==> src/rtl/mem_bus_arbiter.sv <==
// Two-master (inst/data) to one-slave arbiter for the sram-like memory bus.
// One transaction outstanding at a time; responses steered back to the granted master.
module mem_bus_arbiter #(
  parameter int unsigned STARVE_LIMIT = 4
) (
  input  logic        clk,
  input  logic        rst,
  input  logic        inst_req,
  input  logic        inst_wr,
  input  logic [1:0]  inst_size,
  input  logic [31:0] inst_addr,
  input  logic [31:0] inst_wdata,
  output logic        inst_addr_ok,
  output logic        inst_data_ok,
  output logic [31:0] inst_rdata,
  input  logic        data_req,
  input  logic        data_wr,
  input  logic [1:0]  data_size,
  input  logic [31:0] data_addr,
  input  logic [31:0] data_wdata,
  output logic        data_addr_ok,
  output logic        data_data_ok,
  output logic [31:0] data_rdata,
  output logic        bus_req,
  output logic        bus_wr,
  output logic [1:0]  bus_size,
  output logic [31:0] bus_addr,
  output logic [31:0] bus_wdata,
  input  logic        bus_addr_ok,
  input  logic        bus_data_ok,
  input  logic [31:0] bus_rdata,
  output logic        busy
);

  typedef enum logic [1:0] {
    IDLE = 2'd0,
    ADDR = 2'd1,
    DATA = 2'd2
  } state_t;

  localparam logic [3:0] LIMIT_C = 4'(STARVE_LIMIT);

  state_t      state_r, state_s;
  logic        owner_r;
  logic [3:0]  streak_r;
  logic        wr_r;
  logic [1:0]  size_r;
  logic [31:0] addr_r;
  logic [31:0] wdata_r;
  logic        grant_data_s;
  logic        grant_inst_s;
  logic        grant_any_s;

  // Data wins unless inst is waiting and data has already used up its streak.
  assign grant_data_s = data_req & (~inst_req | (streak_r < LIMIT_C));
  assign grant_inst_s = inst_req & ~grant_data_s;
  assign grant_any_s  = grant_data_s | grant_inst_s;

  // Next-state logic for the single-outstanding transaction sequence.
  always_comb begin
    state_s = state_r;
    case (state_r)
      IDLE: begin
        if (grant_any_s) state_s = ADDR;
        else             state_s = IDLE;
      end
      ADDR: begin
        if (bus_addr_ok) state_s = DATA;
        else             state_s = ADDR;
      end
      DATA: begin
        if (bus_data_ok) state_s = IDLE;
        else             state_s = DATA;
      end
      default: state_s = IDLE;
    endcase
  end

  // State, owner, streak and latched bus fields.
  always_ff @(posedge clk) begin
    if (rst) begin
      state_r  <= IDLE;
      owner_r  <= 1'b0;
      streak_r <= 4'd0;
      wr_r     <= 1'b0;
      size_r   <= 2'd0;
      addr_r   <= 32'd0;
      wdata_r  <= 32'd0;
    end else begin
      state_r <= state_s;
      if ((state_r == IDLE) && grant_any_s) begin
        owner_r <= grant_data_s;
        wr_r    <= grant_data_s ? data_wr    : inst_wr;
        size_r  <= grant_data_s ? data_size  : inst_size;
        addr_r  <= grant_data_s ? data_addr  : inst_addr;
        wdata_r <= grant_data_s ? data_wdata : inst_wdata;
        // Streak counts only data grants that bypassed a waiting inst request.
        if (grant_data_s && inst_req) begin
          streak_r <= (streak_r == 4'hF) ? 4'hF : streak_r + 4'd1;
        end else begin
          streak_r <= 4'd0;
        end
      end
    end
  end

  // Slave-side request and handshake steering to the owning master.
  always_comb begin
    bus_req      = 1'b0;
    inst_addr_ok = 1'b0;
    data_addr_ok = 1'b0;
    inst_data_ok = 1'b0;
    data_data_ok = 1'b0;
    if (state_r == ADDR) begin
      bus_req      = 1'b1;
      inst_addr_ok = bus_addr_ok & ~owner_r;
      data_addr_ok = bus_addr_ok &  owner_r;
    end else if (state_r == DATA) begin
      inst_data_ok = bus_data_ok & ~owner_r;
      data_data_ok = bus_data_ok &  owner_r;
    end else begin
      bus_req = 1'b0;
    end
  end

  assign bus_wr     = wr_r;
  assign bus_size   = size_r;
  assign bus_addr   = addr_r;
  assign bus_wdata  = wdata_r;
  assign inst_rdata = bus_rdata;
  assign data_rdata = bus_rdata;
  assign busy       = (state_r != IDLE);

endmodule

==> config.mk <==
export PLATFORM = sky130hd
export DESIGN_NAME = mem_bus_arbiter
export DESIGN_NICKNAME = d
export VERILOG_FILES = /design/src/rtl/mem_bus_arbiter.sv
export SDC_FILE = /design/constraint.sdc
export NUM_CORES = 1
export LEC_CHECK = 0
export CORE_MARGIN = 5
export CORE_UTILIZATION = 25
export DETAILED_ROUTE_END_ITERATION = 12
export HOLD_SLACK_MARGIN = 0.05
export PLACE_DENSITY_LB_ADDON = 0.05
export SYNTH_ARGS = -nofsm -noshare
export SYNTH_HDL_FRONTEND = slang
export SYNTH_SLANG_ARGS = --single-unit
==> constraint.sdc <==
create_clock -name clk -period 2 [get_ports clk]
set_input_delay 0.4 -clock clk [delete_from_list [all_inputs] [get_ports clk]]
set_output_delay 0.4 -clock clk [all_outputs]
set_load 0.1 [all_outputs]
Yosys cells after proc, flatten, opt, wreduce, memory -nomap -nowiden
Index checks and enable logic that the tools add are counted.
{"block": "totals", "output_inout_bits": 137, "mem_bits_ro": 0, "ff_bits": 74, "in_bits": 172, "elab_cells": 44, "ram_bits": 0, "memories": 0, "latchBits": 0}
{"block": "op_classes", "muxes": 17, "n_lt_le_gt_ge": 1, "bitwise": 11, "div_mod_pow": 0, "add_sub_neg": 1, "n_eq_ne": 3, "n_reduce_logical": 4, "shifts": 0, "mul": 0}
{"cell": "32-bit 2-to-1 mux", "n": 2}
{"cell": "1-bit 2-to-1 mux", "n": 9}
{"cell": "4-bit 2-to-1 mux", "n": 2}
{"cell": "1-bit bitwise AND", "n": 6}
{"cell": "2-bit 2-to-1 mux", "n": 3}
{"cell": "2-bit case mux with 3 select lines", "n": 1}
{"cell": "4-bit by 1-bit adder with 4-bit output (second input constant)", "n": 1}
{"cell": "4-bit equality test (second input constant)", "n": 1}
{"cell": "4-bit by 3-bit less-than comparator with 1-bit output (second input constant)", "n": 1}
{"cell": "1-bit inverter", "n": 3}
{"cell": "2-bit by 1-bit equality test with 1-bit output (second input constant)", "n": 1}
{"cell": "2-bit equality test (second input constant)", "n": 1}
{"cell": "1-bit logical AND", "n": 2}
{"cell": "2-bit zero test", "n": 1}
{"cell": "1-bit OR", "n": 2}
{"cell": "2-bit nonzero test", "n": 1}

Longest topological paths before layout
Gate-level depths: netlist of run 1.
{"block": "logic_depth", "depth_word": 8, "ltp_mapped": 7}

Least setup slack after synthesis of run 1
Ideal clock, no wire load.
{"block": "synth_path", "path_type": "register to output", "startpoint": "reg state_r[0]", "endpoint": "out inst_addr_ok", "path_stages_with_launch": 4, "arrival_time_ns": 3.332, "setup_slack_ns": -1.732, "path_cell_list": "dfxtp_1 nor2b_1 nand2_1 nor2_1"}
{"block": "synth_via", "elab_chain_len": 2}
{"item": "from (decl)", "line_no": "43", "text": "state_t state_r, state_s;"}
{"item": "from (signal assigned)", "line_no": "90", "text": "state_r <= state_s;"}
{"item": "2-bit by 1-bit equality test with 1-bit output", "line_no": "114", "text": "if (state_r == ADDR) begin"}
{"item": "1-bit 2-to-1 mux", "line_no": "114"}
{"item": "to (decl)", "line_no": "13", "text": "output logic inst_addr_ok,"}
No other way between the ends.

Worst setup path in the final report of run 1
{"block": "layout_path", "startpoint": "reg state_r[1]", "endpoint": "out data_data_ok"}
{"block": "layout_via", "elab_chain_len": 3, "word_cells_on_any_way": 4, "cone_classes": "eq/ne (2); mux (2)"}
{"item": "2-bit equality test", "line_no": "118", "text": "end else if (state_r == DATA) begin"}
{"item": "1-bit 2-to-1 mux", "line_no": "118"}
{"item": "1-bit 2-to-1 mux *", "line_no": "114"}
{"item": "to (decl)", "line_no": "22", "text": "output logic data_data_ok,"}
Every way passes the cells marked *; elsewhere a longest branch is shown, timed or not.

==> flow_summary.toml, run 1 <==
[clocking]
cts_tree = "built"
cts_buffers = 9
cts_resized = 0
postCtsSetupBuffers = 0
clk_pin_slew_ps = 60
ctsHoldBuffers = 0
clkLatencyLatePin_ps = 340
cts_root_buf = "clkbuf_16"
clockBufferDepth = 2
htree_levels = 3
clkSinkCount = 74

[timing]
timing.final.crit_share_pct = 91.4
clock_skew_ps = 3.31
final.setup.tns_ps = 0
setup_violations = 0
worst_slew_pin_slew_ps = 401
slew_headroom_pct = 73.3
slew_viol_final = 0
period_needed_ps = 1830
clock.fmax_ghz = 0.547
rsz0062_at_grt = "false"
hold_viol = 0

[synthesis]
synth.distinct_cells = 31
synthTopCellsByArea = "dfxtp_1 (34%), buf_4 (12%), a311oi_1 (9.5%)"
synth.largest_area_cell = "dfxtp_1"
syn_area_per_cell_um2 = 8.56
synth_top_area_share_pct = 34.3
synth_seq_cells = 74
synth_edf_count = 0
syn_nets = 677
yosysSeqAreaShare_pct = 34.3
syn_inst = 504
yosys_warnings = 0
synth_ff_type = "dfxtp_1"
netlist_area_um2 = 4310
async_flop_share_pct = 0

[floorplan]
dieArea_um2 = 20000
core_um2 = 17100
die_h_um = 141
fp-row-count = 48
die_x_um = 141
ios = 309
start_util_pct = 25.2

[route]
drt_pass1_iterations = 4
avgViaCountPerCell = 5.13
drt-wirelength-per-cell_um = 20.6
totalWireLength_um = 17500
drtAntennaViolNets = 0
vias = 4375
drtIter0Drc = 236
drc = 0

[cells_and_area]
final_util_pct = 37.1
area_delta_synth_final_pct = 47.1
layout-drive-gt1-share_pct = 25.0
n_fill_cell = 1768
fin_nets = 797
insertedDiodeCount = 0

[global_routing]
grt_max_degree = 53
grtUsageTotal_pct = 17.1
grt_pass1_wl_um = 26900
antenna_found_initial = 1
grt.overflow.total = 0
grt_pass1_vias = 4581

[hold_path]
min_path_type = "input pin to flop"
min_path_cells = 2

[critical_path]
crit_type = "flop to output port"
cp_data_required_time_ps = 1600
reg2reg_depth = 4
setup.worst_path.end_class = "output port"
reg2reg_slack_ps = 590
critPathMaxFanout = 3
critPathArrivalTime_ps = 1430
cp-start-kind = "flop"

[pwr]
power.leakage_nw = 2.32
powerDensity_nw_per_um2 = 905
irDropWorstVdd_mv = 0.375

[place]
gp_congestion = 0.754
port_buffers = 212
dp_hpwl_um = 11800

[run_status]
status = "complete, no violations"

[run]
cap_violations = 0
[path summary, 6_finish.rpt]
kind / startpoint / end
min: rst / state_r[1]$_SDFF_PP0_
max: state_r[1]$_SDFF_PP0_ / data_data_ok
max reg2reg: streak_r[3]$_SDFFE_PP0P_ / bus_wdata[28]$_SDFFE_PP0P_
min reg2reg: streak_r[1]$_SDFFE_PP0P_ / streak_r[1]$_SDFFE_PP0P_
[registers in the layout, indices dropped and copies added (netlist names)]
signal,count
bus_addr,32
bus_wdata,32
streak_r,4
bus_size,2
state_r,2
bus_wr,1
owner_r,1
[area by class of cell]
type	count	area, um^2	share of cell area (%)
timing repair buffer	232	2270	35.8
multi-input combinational	304	2050	32.2
sequential	74	1480	23.4
tap	225	282	4.44
clock buffer	14	254	4.00
inverter	3	11.3	0.178
[routing by layer]
| metal | vias to the layer above | global-route usage, % | part of all wire [%] |
|---|---|---|---|
| met5 | - | 0 | 0.074 |
| met4 | 2 | 6.73 | 2.7 |
| met3 | 52 | 5.59 | 8.6 |
| met2 | 189 | 26.6 | 46 |
| met1 | 2063 | 21.9 | 43 |
| li1 | 2069 | - | - |
[per-stage QoR]
step           total power, mW  setup WS, ps  hold slack, ps  cell area (um^2)  std cells
5_1_grt                   6.01          40.7             439              6340        852
2_1_floorplan             4.15         -69.3             454              4330        504
4_1_cts                   5.83           134             419              6340        852
3_5_place_dp              4.31          7.44             476              6090        838
3_3_place_gp              4.30          94.6             471              6090        838
6_report                  5.74           173             423              6340        852
[power breakdown]
part           internal (mW)  switching (mW)
Clock                  0.863           0.617
Combinational          0.737            1.78
Sequential              1.65           0.105
Total                   3.25            2.50
[cells in the mapped netlist, types with 2 or more instances]
cell type	instances
a311oi_1	47
nand3_1	68
a21oi_1	53
buf_4	70
buf_2	22
nand2b_1	2
clkbuf_2	3
nor2_2	2
clkbuf_1	22
nor2b_1	2
inv_2	2
o2111ai_1	2
o21ai_1	20
a21oi_2	20
nor2_1	3
nand2_1	3
buf_8	2
a311oi_2	20
dfxtp_1	74
buf_6	4
and3_1	3
o21ai_0	51
[critical path: stages, from the launching register on]
cell and delay [ps]:
dfxtp_1 420, nor2b_1 250, and3_1 230, buf_12 180
[placed cells by master (no fill, tap or decap), types with 9 or more instances in the layout]
cell | synthesis | routed
o21ai_1 | 20 | 20
a21oi_1 | 53 | 53
buf_12 | 0 | 15
a311oi_1 | 47 | 47
buf_4 | 70 | 79
a21oi_2 | 20 | 20
dfxtp_1 | 74 | 74
clkdlybuf4s50_1 | 0 | 137
o21ai_0 | 51 | 51
a311oi_2 | 20 | 20
nand3_1 | 68 | 68
clkbuf_16 | 0 | 9
[logic make-up (layout without fill, tap and decap cells)]
logic type	after synthesis	after routing	synth area share, %
and+or+nand+nor	88	88	10.6
DFF	74	74	34.3
buffers and inverters	126	249	19.0
AOI/OAI and AO/OA	215	215	35.8
adders and majority gates	1	1	0.290
Note: power is estimated with default switching activity, not from simulation.
==> run 2: changes to the inputs <==
- CTS_BUF_LIST: not set -> sky130_fd_sc_hd__clkbuf_2
==> run 2 against run 1 <==
Global-route usage fell by 0.085 points. Critical endpoint is now data_addr_ok. Cell count up 0.47%. Highest routed layer unchanged. Maximum frequency shrank 2.9%. Clock-buffer cell count is 1 lower. Die area unchanged.
==> flow_summary.toml, run 2 (synthesis results as in run 1) <==
[run_status]
status = "complete, no violations"

[global_routing]
grt.overflow.total = 0
grt_max_degree = 53
grt_pass1_wl_um = 26800
grt_pass1_vias = 4586
antenna_found_initial = 2
grtUsageTotal_pct = 17.0

[clocking]
cts_buffers = 9
cts_tree = "built"
clkSinkCount = 74
ctsHoldBuffers = 0
htree_levels = 3
cts_root_buf = "clkbuf_2"
clkLatencyLatePin_ps = 530
clockBufferDepth = 2
clk_pin_slew_ps = 180

[hold_path]
min_path_type = "input pin to flop"
hold_end = "state_r[1]$_SDFF_PP0_"
min-delay-start = "rst"
min_path_cells = 2

[timing]
worst_slew_pin_slew_ps = 396
clock.fmax_ghz = 0.532
clock_skew_ps = 14.9
timing.final.crit_share_pct = 94.1
hold_viol = 0
setup_violations = 0
rsz0062_at_grt = "true"
slew_headroom_pct = 73.6
period_needed_ps = 1880
timing.hold.ws_ps = 205
slew_viol_final = 0

[critical_path]
cp_data_required_time_ps = 1600
critPathMaxFanout = 4
crit_type = "flop to output port"
critPathArrivalTime_ps = 1480
r2r-end = "bus_wdata[28]$_SDFFE_PP0P_"
regToRegStartpoint = "state_r[1]$_SDFF_PP0_"
reg2reg_slack_ps = 450
setup.worst_path.end_class = "output port"
cp-start-kind = "flop"
critPathLaunch = "state_r[0]$_SDFF_PP0_"
reg2reg_depth = 5

[route]
avgViaCountPerCell = 5.18
totalWireLength_um = 17600
drtAntennaViolNets = 0
drc = 0
drtIter0Drc = 248
drt-wirelength-per-cell_um = 20.5
drt_pass1_iterations = 4
vias = 4438

[floorplan]
ios = 309
start_util_pct = 25.2
core_um2 = 17100
fp-row-count = 48
dieArea_um2 = 20000
die_h_um = 141
die_x_um = 141

[pwr]
power.leakage_nw = 2.27
total_power_mw = 4.98
irDropWorstVdd_mv = 0.313
powerDensity_nw_per_um2 = 802

[place]
gp_congestion = 0.754
port_buffers = 212
dp_cells = 838
post_dp_cell_area_um2 = 6090
dp_hpwl_um = 11800

[cells_and_area]
design_area_um2 = 6210
area_delta_synth_final_pct = 44.0
mostFrequentLayoutCells = "clkdlybuf4s50_1 (137), buf_4 (82), dfxtp_1 (71)"
fin_nets = 800
layout-drive-gt1-share_pct = 26.7
final_common_cell = "clkdlybuf4s50_1"
final_cells = 856

[run]
cap_violations = 0
-- run 2: cell types whose count changed in the layout (fill, tap and decap cells not counted), moves of 2 or more --
cell and delta:
clkbuf_1 -4, clkbuf_2 +13, buf_4 +3, dfxtp_4 +2
dfxtp_1 -3, clkbuf_16 -9
-- run 2: layout make-up --
type	instances	area [um^2]
Clock buffer	13	65.1
Tap cell	225	282
Timing Repair Buffer	235	2290
Fill cell	1789	10900
Inverter	3	13.8
Clock inverter	1	3.75
Antenna cell	1	2.50
Multi-Input combinational cell	304	2060
Sequential cell	74	1490
-- run 2: power by group --
group          switching, mW  leakage, nW  internal (mW)
logic                   1.78         1.60          0.746
clock network          0.532       0.0556          0.168
registers              0.105        0.616           1.64
total                   2.42         2.27           2.56
-- run 2: metrics by stage --
stage | setup WS, ps | TNS (ps) | utilization, %
global placement | 94.6 | 0 | 35.6
CTS | -2.19 | -2.24 | 36.1
floorplan | -69.3 | -69.3 | -
detailed placement | 7.44 | 0 | 35.6
finish | 119 | 0 | 36.3
global route | -22.0 | -48.0 | 36.3
-- run 2: repair_timing --
action / 4_1_cts / 5_1_grt
endpoints found under the setup margin: 4 / 5
resized for setup: 6 / 4
cloned: 0 / 0
pin swaps: 0 / 0
setup buffers: 2 / 1
-- run 2: how the worst max path moves through the flow --
stage                                 end  cells past startpoint  slack [ps]
2_1_floorplan                inst_addr_ok                      3         -70
3_3_place_gp     bus_addr[0]$_SDFFE_PP0P_                      5          90
3_5_place_dp   bus_wdata[28]$_SDFFE_PP0P_                      5           7
4_1_cts                      data_data_ok                      3          -2
5_1_grt                      inst_addr_ok                      4         -20
6_report                     data_addr_ok                      3         120
-- run 2: routing by layer --
metal	global-route usage, %	up-vias	part of all wire (%)
met2	26.3	205	45
met1	21.9	2096	43
met4	8.26	2	3.2
li1	-	2078	-
met3	4.68	57	8.5
met5	0	-	0.074
-- run 2: critical path, stage by stage, from the launching register on --
cell     delay [ps]
dfxtp_4         410
nor2b_4         180
and3_4          210
buf_12          170
